===== config.mk =====
export PLATFORM = sky130hd
export DESIGN_NAME = dispense_sequencer
export DESIGN_NICKNAME = d
export VERILOG_FILES = /design/src/rtl/dispense_sequencer_pkg.sv /design/src/rtl/phase_timer.sv /design/src/rtl/dispense_sequencer.sv
export SDC_FILE = /design/constraint.sdc
export NUM_CORES = 1
export LEC_CHECK = 0
export ABC_AREA = 1
export BUFFER_PORTS_ARGS = -buffer_cell sky130_fd_sc_hd__clkbuf_2
export CORE_MARGIN = 2
export CORE_UTILIZATION = 30
export CTS_CLUSTER_DIAMETER = 80
export DETAILED_ROUTE_END_ITERATION = 12
export HOLD_SLACK_MARGIN = 0.03
export PLACE_DENSITY_LB_ADDON = 0.15
export SETUP_SLACK_MARGIN = 0.4
export SLEW_MARGIN = 5
export SYNTH_ARGS = -nofsm -noshare
export SYNTH_HDL_FRONTEND = slang
export SYNTH_HIERARCHICAL = 1
export SYNTH_SLANG_ARGS = --single-unit

===== constraint.sdc =====
create_clock -name CLK -period 1.7 [get_ports CLK]
set_input_delay 0 -clock CLK [delete_from_list [all_inputs] [get_ports CLK]]
set_output_delay 0 -clock CLK [all_outputs]
set_load 0.05 [all_outputs]

===== src/rtl/dispense_sequencer_pkg.sv =====
// Shared types for the beverage dispense sequencer:
// state codes, selection bundle and phase-length defaults.
package dispense_sequencer_pkg;

  localparam int unsigned T_HEAT_DEF = 3;
  localparam int unsigned T_BASE_DEF = 5;
  localparam int unsigned T_MIX_DEF  = 3;
  localparam int unsigned T_FLAV_DEF = 2;
  localparam int unsigned CW_DEF     = 4;

  typedef enum logic [3:0] {
    S_IDLE  = 4'd0,
    S_HEAT  = 4'd1,
    S_BASE  = 4'd2,
    S_MIX   = 4'd3,
    S_FLAV  = 4'd4,
    S_DONE  = 4'd5,
    S_ERROR = 4'd6
  } state_e;

  typedef struct packed {
    logic cafe;
    logic te;
    logic leche;
    logic agua;
    logic vainilla;
    logic nada;
  } sel_t;

  function automatic logic sel_ok(input sel_t s);
    return (s.cafe ^ s.te)
         && !(s.leche && s.agua)
         && !(s.vainilla && s.nada);
  endfunction

endpackage


===== src/rtl/phase_timer.sv =====
// Phase down-counter: loads a phase length, counts TICKs,
// flags EXPIRE on the TICK that ends the phase.
module phase_timer #(
  parameter int unsigned CW = 4
) (
  input  logic          CLK,
  input  logic          RESET,
  input  logic          LOAD,
  input  logic [CW-1:0] LVAL,
  input  logic          TICK,
  output logic          EXPIRE
);

  logic [CW-1:0] cnt_q, cnt_d;

  // Load wins over a same-cycle TICK
  always_comb begin
    cnt_d = cnt_q;
    if (LOAD) begin
      cnt_d = LVAL;
    end else if (TICK && (cnt_q != '0)) begin
      cnt_d = cnt_q - 1'b1;
    end
  end

  always_ff @(posedge CLK) begin
    if (RESET) begin
      cnt_q <= '0;
    end else begin
      cnt_q <= cnt_d;
    end
  end

  assign EXPIRE = TICK && (cnt_q == CW'(1));

endmodule


===== src/rtl/dispense_sequencer.sv =====
// Beverage dispense sequencer: latches a drink selection on START
// and steps heater/valves through timed HEAT, BASE, MIX, FLAV phases.
module dispense_sequencer
  import dispense_sequencer_pkg::*;
#(
  parameter int unsigned T_HEAT = T_HEAT_DEF,
  parameter int unsigned T_BASE = T_BASE_DEF,
  parameter int unsigned T_MIX  = T_MIX_DEF,
  parameter int unsigned T_FLAV = T_FLAV_DEF,
  parameter int unsigned CW     = CW_DEF
) (
  input  logic       CLK,
  input  logic       RESET,
  input  logic       TICK,
  input  logic       START,
  input  logic       ABORT,
  input  logic       Cafe,
  input  logic       Te,
  input  logic       Leche,
  input  logic       Agua,
  input  logic       Vainilla,
  input  logic       Nada,
  output logic       HEATER,
  output logic       V_CAFE,
  output logic       V_TE,
  output logic       V_LECHE,
  output logic       V_AGUA,
  output logic       V_VAINILLA,
  output logic       BUSY,
  output logic       DONE,
  output logic       ERR,
  output logic [3:0] Sactual
);

  state_e        state_q, state_d;
  sel_t          sel_q, sel_d;
  sel_t          sel_in;
  logic          load;
  logic [CW-1:0] lval;
  logic          expire;
  logic          has_mix;
  logic          has_flav;

  assign sel_in   = {Cafe, Te, Leche, Agua, Vainilla, Nada};
  assign has_mix  = sel_q.leche | sel_q.agua;
  assign has_flav = sel_q.vainilla & ~sel_q.nada;

  phase_timer #(
    .CW(CW)
  ) u_timer (
    .CLK   (CLK),
    .RESET (RESET),
    .LOAD  (load),
    .LVAL  (lval),
    .TICK  (TICK),
    .EXPIRE(expire)
  );

  always_comb begin
    state_d = state_q;
    sel_d   = sel_q;
    load    = 1'b0;
    lval    = '0;
    case (state_q)
      S_IDLE: begin
        if (START) begin
          sel_d = sel_in;
          if (sel_ok(sel_in)) begin
            state_d = S_HEAT;
            load    = 1'b1;
            lval    = CW'(T_HEAT);
          end else begin
            state_d = S_ERROR;
          end
        end
      end
      S_HEAT: begin
        if (expire) begin
          state_d = S_BASE;
          load    = 1'b1;
          lval    = CW'(T_BASE);
        end
      end
      S_BASE: begin
        if (expire) begin
          if (has_mix) begin
            state_d = S_MIX;
            load    = 1'b1;
            lval    = CW'(T_MIX);
          end else if (has_flav) begin
            state_d = S_FLAV;
            load    = 1'b1;
            lval    = CW'(T_FLAV);
          end else begin
            state_d = S_DONE;
          end
        end
      end
      S_MIX: begin
        if (expire) begin
          if (has_flav) begin
            state_d = S_FLAV;
            load    = 1'b1;
            lval    = CW'(T_FLAV);
          end else begin
            state_d = S_DONE;
          end
        end
      end
      S_FLAV: begin
        if (expire) begin
          state_d = S_DONE;
        end
      end
      S_DONE:  state_d = S_IDLE;
      S_ERROR: state_d = S_IDLE;
      default: state_d = S_IDLE;
    endcase
    // Abort overrides any phase advance, including one on this TICK
    if (ABORT && (state_q != S_IDLE)) begin
      state_d = S_IDLE;
      load    = 1'b0;
    end
  end

  always_ff @(posedge CLK) begin
    if (RESET) begin
      state_q <= S_IDLE;
      sel_q   <= '0;
    end else begin
      state_q <= state_d;
      sel_q   <= sel_d;
    end
  end

  always_comb begin
    HEATER     = 1'b0;
    V_CAFE     = 1'b0;
    V_TE       = 1'b0;
    V_LECHE    = 1'b0;
    V_AGUA     = 1'b0;
    V_VAINILLA = 1'b0;
    DONE       = 1'b0;
    ERR        = 1'b0;
    case (state_q)
      S_HEAT: HEATER = 1'b1;
      S_BASE: begin
        HEATER = 1'b1;
        V_CAFE = sel_q.cafe;
        V_TE   = sel_q.te;
      end
      S_MIX: begin
        V_LECHE = sel_q.leche;
        V_AGUA  = sel_q.agua;
      end
      S_FLAV:  V_VAINILLA = 1'b1;
      S_DONE:  DONE = 1'b1;
      S_ERROR: ERR = 1'b1;
      default: ;
    endcase
  end

  assign BUSY    = (state_q != S_IDLE);
  assign Sactual = state_q;

endmodule

# --- Word level (Yosys, flattened, before mapping) ---
# Index checks and enable logic that the tools add are counted.
classes:
  n_div: 0
  n_lt_le_gt_ge: 0
  mul: 0
  n_mux: 36
  reduce_logical: 17
  eq_ne: 12
  n_addsub: 1
  bitwise_logic: 4
  n_shift: 0
op_table:
  columns: ["operator", "count"]
  rows:
  - ["$mux W4", 8]
  - ["$pmux W4 S5", 1]
  - ["$mux W1", 17]
  - ["$pmux W4 S4", 1]
  - ["$eq A4 B3 Y1 const B", 3]
  - ["$mux W2", 5]
  - ["$ne A2 B2 Y1 const B", 5]
  - ["$mux W3", 3]
  - ["$eq A4 B1 Y1 const B", 2]
  - ["$eq A4 B2 Y1 const B", 2]
  - ["$reduce_bool A4 Y1", 2]
  - ["$logic_and A1 B1 Y1", 7]
  - ["$reduce_and A5 Y1", 1]
  - ["$logic_not A4 Y1", 1]
  - ["$pmux W1 S4", 1]
  - ["$reduce_or A2 Y1", 2]
  - ["$sub A4 B1 Y4 const B", 1]
  - ["$logic_not A1 Y1", 2]
  - ["$reduce_and A2 Y1", 1]
  - ["$reduce_bool A2 Y1", 1]
  - ["$and A1 B1 Y1", 1]
  - ["$not A1 Y1", 1]
  - ["$or A1 B1 Y1", 1]
  - ["$xor A1 B1 Y1", 1]
totals:
  input_bits: 11
  romBits: 0
  memories: 0
  output_inout_bits: 13
  latchBits: 0
  register_bits: 14
  ramBits: 0

# --- Longest topological paths before layout ---
logic_depth:
  ltp_word: 9
  mapped_depth: 13
  mapped_depth_nobuf: 12

# --- Cells and area by module ---
# The synthesis kept the hierarchy.
modules_own_cells:
  columns: ["module", "area_per_inst_um2", "seq_area_each_um2", "cells_each", "n_inst"]
  rows:
  - ["dispense_sequencer", 638.1, 180.2, 102, 1]
  - ["phase_timer", 301.5, 80.1, 46, 1]

# --- Worst setup path after synthesis ---
# No wires, ideal clock.
synth_timing:
  path_kind: "register to register"
  from: "register state_q[0], in the netlist Sactual[0]"
  to: "register u_timer.cnt_q[1]"
  arrival_ps: 2083
  path_slack_ps: -499
  setup_ps: 116
  path_stages_with_launch: 14
  period_less_slack_ps: 2199
  required_time_ps: 1584
  path_cell_list: "dfxtp_1 buf_6 nor2_4 nand2_2 inv_1 nand4_1 o21ai_2 nor2_1 nor2_1 inv_1 nand2_4 clkinv_2 nor2_1 nor2_1"
synth_via:
  elab_chain_cells: 4
synth_lines:
  columns: ["element", "line_no", "rtl"]
  rows:
  - ["start: declaration", "dispense_sequencer.sv:35", "state_e state_q, state_d;"]
  - ["start signal: assignment", "dispense_sequencer.sv:131", "state_q <= state_d;"]
  - ["$reduce_bool A4 Y1 *", null, null]
  - ["named net BUSY", "dispense_sequencer.sv:29", "output logic BUSY,"]
  - ["$logic_and A1 B1 Y1 *", "dispense_sequencer.sv:120", "if (ABORT && (state_q != S_IDLE)) begin"]
  - ["$mux W1 *", "dispense_sequencer.sv:120", null]
  - ["named net load", "dispense_sequencer.sv:38", "logic load;"]
  - ["$mux W4 / $reduce_bool A2 Y1 (equally long branches)", null, null]
  - ["end signal: assignment", "phase_timer.sv:30", "cnt_q <= cnt_d;"]
  - ["end: declaration", "phase_timer.sv:14", "logic [CW-1:0] cnt_q, cnt_d;"]
# Mark *: on every way through the listed nets, which the timed path passes. The rest lies on a longest branch.
# A chain may end at the register's enable or synchronous reset.

# --- Final worst setup path ---
layout_timing:
  from: "register state_q[1], in the netlist Sactual[1]"
  to: "register u_timer.cnt_q[1]"
layout_lines:
  columns: ["element", "line_no", "rtl"]
  rows:
  - ["$eq A4 B2 Y1, or another cell as far along", "dispense_sequencer.sv:64", "case (state_q)"]
  - ["$pmux W4 S4 *", "dispense_sequencer.sv:64", null]
  - ["named net lval[1]", "dispense_sequencer.sv:39", "logic [CW-1:0] lval;"]
  - ["$mux W4 *", "phase_timer.sv:19", "if (LOAD) begin"]
# Marks and branches as above.

==> metrics.md <==
| Metric | Value |
|---|---|
| Outcome | `finished clean` |
| Leakage | `0.759 nW` |
| Die H | `60.0 um` |
| Area of the multi-input gates | `about 730 um2` |
| First-pass GRT wire length | `around 4.3 mm` |
| Mux share of post-synthesis cell area | `0%` |
| Combinational Power Share | `about three quarters` |
| GRT Total Usage | `15.8%` |
| Period Utilization, post-route | `97.7%` |
| Synth Area in Adders | `2.66%` |
| F_max | `602 MHz` |
| Vias/cell | `4.55` |
| Core area | `3030 um2` |
| Top-count cell post-synth | `nand2_1` |
| Post-synthesis sequential element count | `13` |
| Finished Layout Cells | `249` |
| CTS tree | `built` |
| RSZ-0062 raised after global routing | `true` |
| Crit Path Category | `flop to flop` |
| Root Driver | `clkbuf_4` |
| Post-Layout Inst Area | `1650 um2` |
| Largest cells by area after synthesis | `dfxtp_1 (28%), nand2_1 (14%), inv_1 (8.8%), nor2_1 (8.4%), nand3_1 (5.3%)` |
| Power Density | `1780 nW/um2` |
| Initial antenna violation count | `0` |
| Fillers | `approximately 300` |
| Number of max-cap violations | `0` |
| Worst r2r dst | `u_timer/cnt_q[1]` |
| R2R cell count | `12` |
| Synth area leader | `dfxtp_1` |
| Detailed Route WL | `2.81 mm` |
| Initial core utilization | `31.0%` |
| Top-area cell type share of the netlist area | `27.7%` |
| Worst Hold Class | `input port to flop` |
| Clock slew at the register clock pins of the worst setup and hold paths | `around 0.09 ns` |
| Layout area overhead | `75.5%` |
| Final antenna-violating net count | `0` |
| Residual DRC | `0` |
| Average size of a mapped cell | `6.35 um2` |
| Setup tns final | `0 ns` |
| FFs w/ async S/R, synth | `0%` |
| Die footprint | `3600 um2` |
| Gr ovfl total | `0` |
| Skew final | `0.00619 ns` |
| PortBufs | `22` |
| Drt wl/cell | `11.3 um` |
| Pre-CTS WS | `-0.0324 ns` |
| Worst Path Required | `about 1.9 ns` |
| Switching power total | `1.53 mW` |
| Vias in the first global route | `967` |
| Final setup viols | `0` |
| Detailed-route via count | `1132` |
| Library cells used by synthesis | `27` |
| Gate Count Post-Synth | `148` |
| Simple-gate area share of the yosys netlist | `45.1%` |
| CP endpoint | `u_timer/cnt_q[1]` |
| Share of post-route cells with drive strength above 1 | `around half` |
| Final Worst Setup Slack | `0.0398 ns` |
| Crit-path max FO | `5` |
| Placed Area | `1170 um2` |
| Placed wire-length estimate | `between 1.5 and 2 mm` |
| Largest family of logic cells by synthesized area | `simple AND/OR/NAND/NOR gates` |
| Max VDD drop | `592 uV` |
| Fin Hold WS | `0.115 ns` |
| Post-layout util | `a little over half` |
| Storage element area | `275 um2` |
| Clk pwr share | `7.1%` |
| Final Power | `2.94 mW` |
| Worst-Skew Late Latency | `between 0.2 and 0.3 ns` |
| Num rows | `20` |
| Sw Ratio | `52.0%` |
| Routability cong. | `between 0.8 and 0.9` |
| Diodes inserted | `0` |
| Clock Path Buffers | `2` |
| Iteration-0 DRC Markers | `37` |
| Clock buffer count from CTS | `3` |
| Number of synthesized flops with an enable pin | `0` |
| DRT Pass-1 Iters | `4` |
| Die width | `60.0 um` |
| Flop2flop setup slack | `between 0.03 and 0.04 ns` |
| Pins Over Slew Limit | `0` |
| CP startpoint kind | `flop` |
| Mapped Area | `940 um2` |
| H-Tree Depth | `1` |
| Min Tclk post-route | `around 1.7 ns` |
| Worst r2r src | `Sactual[1]` |
| Yosys warns | `6` |
| Sequential area share after synthesis | `between 20% and 30%` |
| Predominant post-synthesis flop cell | `dfxtp_1` |
| Final hold vios | `0` |
| TritonCTS Sinks | `13` |
| Post-synthesis compound-gate area fraction | `11.6%` |
| Layout net count | `219` |
| CP arrival | `1.84 ns` |
| Dpl cells | `around 220` |
| Sequential power share | `18.9%` |
| I/O Pins | `24` |
| Synth Area in XOR/XNOR | `0%` |
| Largest net degree at the start of global routing | `15` |
| Setup crit start | `Sactual[1]` |
| Synth top cells by count | `nand2_1 (34), inv_1 (22), nor2_1 (21)` |
| Crit end category | `flop` |
| P_int | `1.41 mW` |
==> state kept, by name, indices dropped and copies added, names as in the netlist <==
name           count
u_timer/cnt_q      4
sel_q              6
Sactual            3
==> final cells by class <==
| class | count | area share [%] |
|---|---|---|
| clock buffer | 4 | 1.59 |
| inverter | 24 | 6.68 |
| multi-input combinational | 110 | 44.2 |
| sequential | 13 | 16.7 |
| tap | 44 | 3.34 |
| timing repair buffer | 54 | 27.5 |
==> worst max-delay path, cell delays in order (launching register included) <==
cell	delay [ns]
dfxtp_4	0.39
buf_6	0.12
nand3_4	0.09
nor2_4	0.12
o21ai_2	0.09
buf_4	0.13
buf_4	0.12
buf_4	0.12
buf_4	0.12
nand2_2	0.05
o21ai_2	0.07
nor2_4	0.08
nor2_1	0.04
==> per-layer routing <==
| layer | track usage [%] | part of all wire (%) | vias up |
|---|---|---|---|
| met2 | 23.8 | 49 | 22 |
| met4 | 6.67 | 1.4 | 0 |
| li1 | - | - | 579 |
| met5 | 0 | 0 | - |
| met3 | 3.25 | 2.8 | 5 |
| met1 | 21.6 | 47 | 526 |
==> cell usage in the layout (no fill, tap or decap), types with 2 or more instances in the layout <==
| cell | netlist | routed |
|---|---|---|
| nand2_1 | 34 | 31 |
| buf_4 | 2 | 18 |
| inv_1 | 22 | 17 |
| clkbuf_2 | 0 | 14 |
| nor2_4 | 1 | 10 |
| nor2_1 | 21 | 9 |
| dlygate4sd3_1 | 0 | 8 |
| nand3_1 | 10 | 7 |
| dfxtp_1 | 13 | 7 |
| nor2_2 | 3 | 6 |
| nand2_2 | 6 | 6 |
| buf_6 | 1 | 6 |
| nand2_4 | 2 | 5 |
| a211oi_1 | 5 | 5 |
| buf_8 | 0 | 5 |
| nand3_2 | 2 | 4 |
| o21ai_0 | 6 | 4 |
| clkbuf_4 | 0 | 4 |
| dfxtp_4 | 0 | 3 |
| inv_4 | 0 | 3 |
| nand4_1 | 3 | 3 |
| a21oi_2 | 2 | 3 |
| dfxtp_2 | 0 | 3 |
| nand3_4 | 0 | 2 |
| o21ai_2 | 1 | 2 |
| nor3_1 | 2 | 2 |
| a21oi_1 | 3 | 2 |
| conb_1 | 1 | 2 |
| inv_2 | 1 | 2 |
==> worst min path at each step <==
stage	endpoint	slack (ns)	depth (start not counted)	from
floorplan	u_timer/cnt_q[0]	0.06	1	RESET
global placement	sel_q[1]	0.27	3	Vainilla
detailed placement	sel_q[1]	0.28	3	Vainilla
CTS	Sactual[1]	0.11	5	ABORT
global route	sel_q[3]	0.12	3	START
finish	sel_q[2]	0.12	3	START
==> power by group through the flow <==
| stage | logic (mW) | registers (mW) | clock network [mW] |
|---|---|---|---|
| floorplan | 1.09 | 0.619 | 0 |
| global placement | 1.47 | 0.553 | 0 |
| detailed placement | 1.48 | 0.554 | 0 |
| CTS | 1.77 | 0.555 | 0.213 |
| global route | 2.35 | 0.570 | 0.235 |
| finish | 2.18 | 0.554 | 0.208 |
==> what timing repair did <==
| item | CTS | global route |
|---|---|---|
| setup buffers | 12 | 5 |
| resized for setup | 28 | 43 |
| gates cloned | 0 | 1 |
| pin swaps | 13 | 14 |
| setup endpoints to repair | 10 | 19 |
| hold endpoints to repair | 7 | 0 |
| hold buffers | 8 | 0 |
==> logic make-up (layout without fill, tap and decap cells) <==
group / after synthesis / in the layout
buf+inv: 27 / 82
other cells: 1 / 2
compound gates: 17 / 17
flops: 13 / 13
fa+ha+maj: 2 / 2
simple gates: 88 / 89
(Power assumes the default switching activity.)
